--- src/rtl/uart_tx_arbiter.sv ---
// uart_tx_arbiter: round-robin byte scheduler that shares one uart transmitter and owns its baud config
module uart_tx_arbiter #(
  parameter int N_REQ = 4,
  parameter int BUSY_TIMEOUT = 4096,
  parameter logic [2:0] DEFAULT_BAUD = 3'b111
) (
  input  logic               clk,
  input  logic               reset,
  input  logic [N_REQ-1:0]   req_valid,
  input  logic [8*N_REQ-1:0] req_data,
  input  logic [N_REQ-1:0]   req_last,
  output logic [N_REQ-1:0]   req_ready,
  output logic [N_REQ-1:0]   grant,
  input  logic               cfg_wr,
  input  logic [2:0]         cfg_baud,
  output logic               cfg_pending,
  output logic               tx_en,
  output logic               tx_wr,
  output logic [7:0]         tx_data,
  output logic [2:0]         baud_select,
  input  logic               tx_busy,
  output logic               timeout_err
);
  localparam int PW = $clog2(N_REQ);
  localparam int TW = $clog2(BUSY_TIMEOUT) + 1;
  typedef enum logic [2:0] {IDLE, LOAD, WAIT_START, WAIT_DONE, RECONF} state_t;
  state_t state, state_n;
  logic [PW-1:0] own, own_n, rr_ptr, rr_n, pick, own_inc;
  logic [N_REQ-1:0] grant_n;
  logic lock, lock_n, rc, cnt, fire;
  logic [TW-1:0] timer;
  logic [7:0] data_q;
  logic [2:0] cfg_val;
  function automatic logic [PW-1:0] wrap(input int s);
    return PW'(s >= N_REQ ? s - N_REQ : s);
  endfunction
  assign own_inc = wrap(int'(own) + 1);
  assign cnt = (state == WAIT_START && !tx_busy) || (state == IDLE && lock && !req_valid[own]);
  assign fire = cnt && timer == TW'(BUSY_TIMEOUT - 1);
  assign timeout_err = fire && !reset;
  assign tx_wr = state == LOAD;
  assign req_ready = tx_wr ? grant : '0;
  assign tx_data = tx_wr ? req_data[8*own +: 8] : data_q;
  assign tx_en = !reset && state != RECONF;
  always_comb begin
    pick = rr_ptr;
    for (int k = N_REQ - 1; k >= 0; k--)
      if (req_valid[wrap(int'(rr_ptr) + k)]) pick = wrap(int'(rr_ptr) + k);
  end
  always_comb begin
    state_n = state;
    own_n = own;
    rr_n = rr_ptr;
    grant_n = grant;
    lock_n = lock;
    if (fire) begin
      state_n = IDLE;
      lock_n = 1'b0;
      grant_n = '0;
      rr_n = own_inc;
    end else begin
      case (state)
        IDLE: begin
          if (cfg_pending && !lock) state_n = RECONF;
          else if (lock) state_n = req_valid[own] ? LOAD : IDLE;
          else if (|req_valid) begin
            state_n = LOAD;
            own_n = pick;
            grant_n = N_REQ'(1) << pick;
          end
        end
        LOAD: begin
          lock_n = !req_last[own];
          state_n = WAIT_START;
        end
        WAIT_START: state_n = tx_busy ? WAIT_DONE : WAIT_START;
        WAIT_DONE: begin
          if (!tx_busy) begin
            state_n = IDLE;
            grant_n = lock ? grant : '0;
            rr_n = lock ? rr_ptr : own_inc;
          end
        end
        RECONF: state_n = rc ? IDLE : RECONF;
        default: state_n = IDLE;
      endcase
    end
  end
  always_ff @(posedge clk) begin
    if (reset) begin
      state <= IDLE;
      own <= '0;
      rr_ptr <= '0;
      grant <= '0;
      lock <= 1'b0;
      rc <= 1'b0;
      timer <= '0;
      data_q <= '0;
      baud_select <= DEFAULT_BAUD;
      cfg_val <= DEFAULT_BAUD;
      cfg_pending <= 1'b0;
    end else begin
      state <= state_n;
      own <= own_n;
      rr_ptr <= rr_n;
      grant <= grant_n;
      lock <= lock_n;
      rc <= state == RECONF && !rc;
      timer <= cnt && !fire ? timer + 1'b1 : '0;
      if (tx_wr) data_q <= tx_data;
      if (state == RECONF && !rc) baud_select <= cfg_val;
      if (cfg_wr) cfg_val <= cfg_baud;
      cfg_pending <= cfg_wr || (cfg_pending && !(state == RECONF && rc && cfg_val == baud_select));
    end
  end
endmodule

--- config.mk ---
export PLATFORM = sky130hd
export DESIGN_NAME = uart_tx_arbiter
export DESIGN_NICKNAME = d
export VERILOG_FILES = /design/src/rtl/uart_tx_arbiter.sv
export SDC_FILE = /design/constraint.sdc
export NUM_CORES = 1
export LEC_CHECK = 0
export ABC_AREA = 1
export CORE_ASPECT_RATIO = 1.1
export CORE_UTILIZATION = 34
export CTS_BUF_LIST = sky130_fd_sc_hd__clkbuf_8
export DETAILED_ROUTE_END_ITERATION = 10
export HOLD_SLACK_MARGIN = 0.1
export PLACE_DENSITY = 0.66
export RECOVER_POWER = 50
export SLEW_MARGIN = 10
export SYNTH_ARGS = -nofsm -noshare
export SYNTH_HDL_FRONTEND = slang
export SYNTH_SLANG_ARGS = --single-unit
--- constraint.sdc ---
create_clock -name clk -period 2.2 [get_ports clk]
set_input_delay 0.55 -clock clk [delete_from_list [all_inputs] [get_ports clk]]
set_output_delay 0.55 -clock clk [all_outputs]
set_load 0.05 [all_outputs]
==> key figures <==
Placed design
  – Gpl congestion: 0.829
  – Port Buf Inserts: 69
  – Pre-CTS WS: -233 ps
  – Hpwl dp: 4680 um
  – Placed cells: 512

Detailed routing
  – Drc violations: 0
  – Via Count: 2,571
  – Total wire length: 6190 um
  – Router iterations before antenna repair: 7
  – Starting DRT DRC Count: 94
  – Post-DRT Antenna Nets: 0
  – Drt via density: 4.83
  – Wire per inst: 11.6 um

Critical path
  – R2R setup slack: 320 ps
  – Worst R2R Start: own[1]$_SDFFE_PP0P_
  – Critical path endpoint category: output pin
  – CP max stage delay: 240 ps
  – CP startpoint kind: input port
  – Critical-path maximum fanout: 2
  – CP dominant cell by count: nand2_1
  – Kind of critical path: input port to output pin
  – Arrival time worst endpoint: 1790 ps
  – Reg2Reg Capture Point: timer[3]$_SDFF_PP0_
  – Worst endpoint required time: 1650 ps
  – CP max stage cell: dlygate4sd2_1
  – Critical path cell sequence: dlygate4sd2_1 > inv_1 > nand2_1 > o211ai_1 > nand2_1 > o22ai_1 > inv_2 > nor3_4 > buf_12
  – R2R cell count: 10

Layout
  – FILL cells: 661
  – Inserted Diodes: 0
  – Area used by multi-input combinational logic: 0.00131 mm2
  – Share of cells above drive strength 1: 21.3%
  – Synthesis-to-finish area growth: 48.7%
  – Fin nets: 497
  – Final Non-Filler Cells: 532
  – Seq. cell area: 827 um2

Run
  – Max Cap Violations: 0

Logic synthesis
  – Mapped Avg Cell Area: 6.73 um2
  – Async S/R FF share, synth: 0%
  – Synthesis-stage register bit count: 41
  – Post-synth top area share: 34.5%
  – Yosys cell types: 43
  – Mapped cell area: 0.00238 mm2
  – Area contributors post-synth: dfxtp_1 (34%), nand2_1 (14%), nor2_1 (5.8%), inv_1 (5.5%), a21oi_1 (4.8%)
  – Synthesized Nets: 402
  – Synth warn: 0
  – Register area share after synthesis: 34.5%
  – Post-synth EDFFs: 0
  – Area leader, netlist: dfxtp_1
  – Main synth FF type: dfxtp_1
  – Cells after Synth: 354

STA
  – RSZ-0062 raised after global routing: true
  – Final setup margin: -135 ps
  – Worst clock skew: 3.13 ps
  – Max-slew violations: 0
  – Max Freq: 0.428 GHz
  – Tmin final: 2340 ps
  – Final Cycle Share: 106%
  – Max_slew headroom: 66.8%
  – Final Setup Violations: 1
  – Hold Violations, Final: 0
  – Worst slew pin tran: 497 ps

Clock network
  – Skew-Pair Late Insertion Delay: 290 ps
  – Clock Tree Root: clkbuf_8
  – Clock slew at reported path FFs: 80 ps
  – Cts bufs inserted: 5
  – Clock tree buffer depth: 2
  – CTS tree: done
  – Sink Count: 41
  – # hold bufs at CTS: 0
  – Clock H-tree levels: 2

Power
  – Power per cell area: 1130 mW/mm2
  – Worst vdd ir: 955 uV
  – P_leak: 1.53 nW

Global route
  – Gr ovfl total: 0
  – Vias in the first global route: 2,338
  – Initial antenna violation count: 0
  – Overall Global Routing Usage: 17.4%
  – First-pass GRT wire length: 10,200 um
  – Largest net degree at the start of global routing: 19

Status
  – Failing checks: negative setup slack
  – Outcome: finished, violations left

Worst hold path
  – Hold_sp: timer[12]$_SDFF_PP0_
  – WHS Endpoint: timer[12]$_SDFF_PP0_
  – Min-Delay Path Depth: 2
  – Worst min path class: flop to flop

Floorplan
  – Starting Density: 35.7%
  – Die Height: 89.8 um
  – # IOs: 70
  – Core footprint: 0.00667 mm2
  – Die area: 0.00735 mm2
  – Std cell rows: 31
  – Die W: 81.8 um
cell usage in the layout, fill, tap and decap left out, types with 4 or more instances in the layout:
cell and count:
nand2_2 8, clkdlybuf4s50_1 48, inv_1 33, inv_2 9
dfxtp_1 38, nand2_1 88, buf_4 27, a21oi_1 25
o22ai_1 10, buf_6 4, nor2_1 39, nand3_1 19
clkbuf_8 5, o211ai_1 5, nor2_2 5, buf_12 7
nor3_1 7, clkbuf_4 4, o21ai_0 20
stage by stage:
| stage | utilization, % | hold WS, ps | instance area (um2) | TNS, ps | power (mW) |
|---|---|---|---|---|---|
| 2_1_floorplan | - | 427 | 2390 | 0 | 2.47 |
| 3_3_place_gp | 49.8 | 443 | 3320 | -222 | 3.12 |
| 3_5_place_dp | 49.8 | 448 | 3320 | -233 | 3.14 |
| 4_1_cts | 52.9 | 462 | 3530 | -158 | 3.94 |
| 5_1_grt | 53.1 | 487 | 3540 | -279 | 4.25 |
| 6_report | 53.1 | 463 | 3540 | -135 | 4.02 |
sequential cells by signal, indices dropped and copies added, names as in the netlist:
signal / count
timer: 13
data_q: 8
grant: 4
baud_select: 3
cfg_val: 3
state: 3
own: 2
rr_ptr: 2
cfg_pending: 1
lock: 1
rc: 1
routing by layer:
metal	wire [um]	share of wire, %	vias to the layer above	GRT usage (%)
met5	0	0	-	0
met4	116	1.9	0	5.85
met3	187	3.0	9	3.05
met2	3010	49	56	28.7
met1	2880	46	1167	22.3
li1	-	-	1339	-
critical path, delay by kind of cell:
| family | cells | cell delay [ps] |
|---|---|---|
| AOI/OAI and AO/OA | 2 | 290 |
| and+or+nand+nor | 3 | 380 |
| buffers and inverters | 4 | 560 |
synthesized netlist by cell type (3+ instances only):
cell / count
nor2_2: 7
nand3_2: 4
nor2_1: 37
nor2_4: 3
nand2_2: 5
inv_2: 8
dfxtp_1: 41
nor3_1: 6
o22ai_1: 9
nand3_1: 18
o21ai_0: 22
inv_1: 35
a21oi_1: 23
buf_2: 3
nand2_1: 91
o211ai_1: 5
clkbuf_1: 4
nor3_2: 3
kinds of logic after synthesis:
group	Yosys count	share of synthesized area [%]
XOR/XNOR	4	1.47
AND/OR/NAND/NOR	183	36.7
adder cells (fa/ha/maj)	1	0.525
AO/OA/AOI/OAI	69	17.0
flip-flops	41	34.5
buffers and inverters	56	9.87
area by class of cell:
| cell class | count | share of cell area, % |
|---|---|---|
| clock inverters | 3 | 1.84 |
| inverters | 45 | 5.05 |
| well taps | 82 | 2.90 |
| flip-flops and latches | 41 | 23.3 |
| repair buffers | 99 | 27.9 |
| clock buffers | 5 | 1.94 |
| multi-input cells | 257 | 37.0 |
where the power goes:
group	total [mW]	switching (mW)	internal, mW
registers	1.01	0.117	0.892
logic	2.28	1.42	0.867
clock network	0.724	0.273	0.451
total	4.02	1.81	2.21
how the worst max path moves through the flow:
stage / startpoint / endpoint / slack [ps]
6_report: req_valid[1] / timeout_err / -140
2_1_floorplan: reset / tx_en / 3
3_3_place_gp: req_valid[1] / timeout_err / -220
3_5_place_dp: req_valid[1] / timeout_err / -230
5_1_grt: timer[0]$_SDFF_PP0_ / timeout_err / -280
4_1_cts: timer[0]$_SDFF_PP0_ / timeout_err / -160
repair_timing:
item	4_1_cts	5_1_grt
resized for setup	10	18
pin swaps	5	9
buffers inserted	9	3
setup endpoints to repair	9	14
Power figures use the tool's default switching activity.
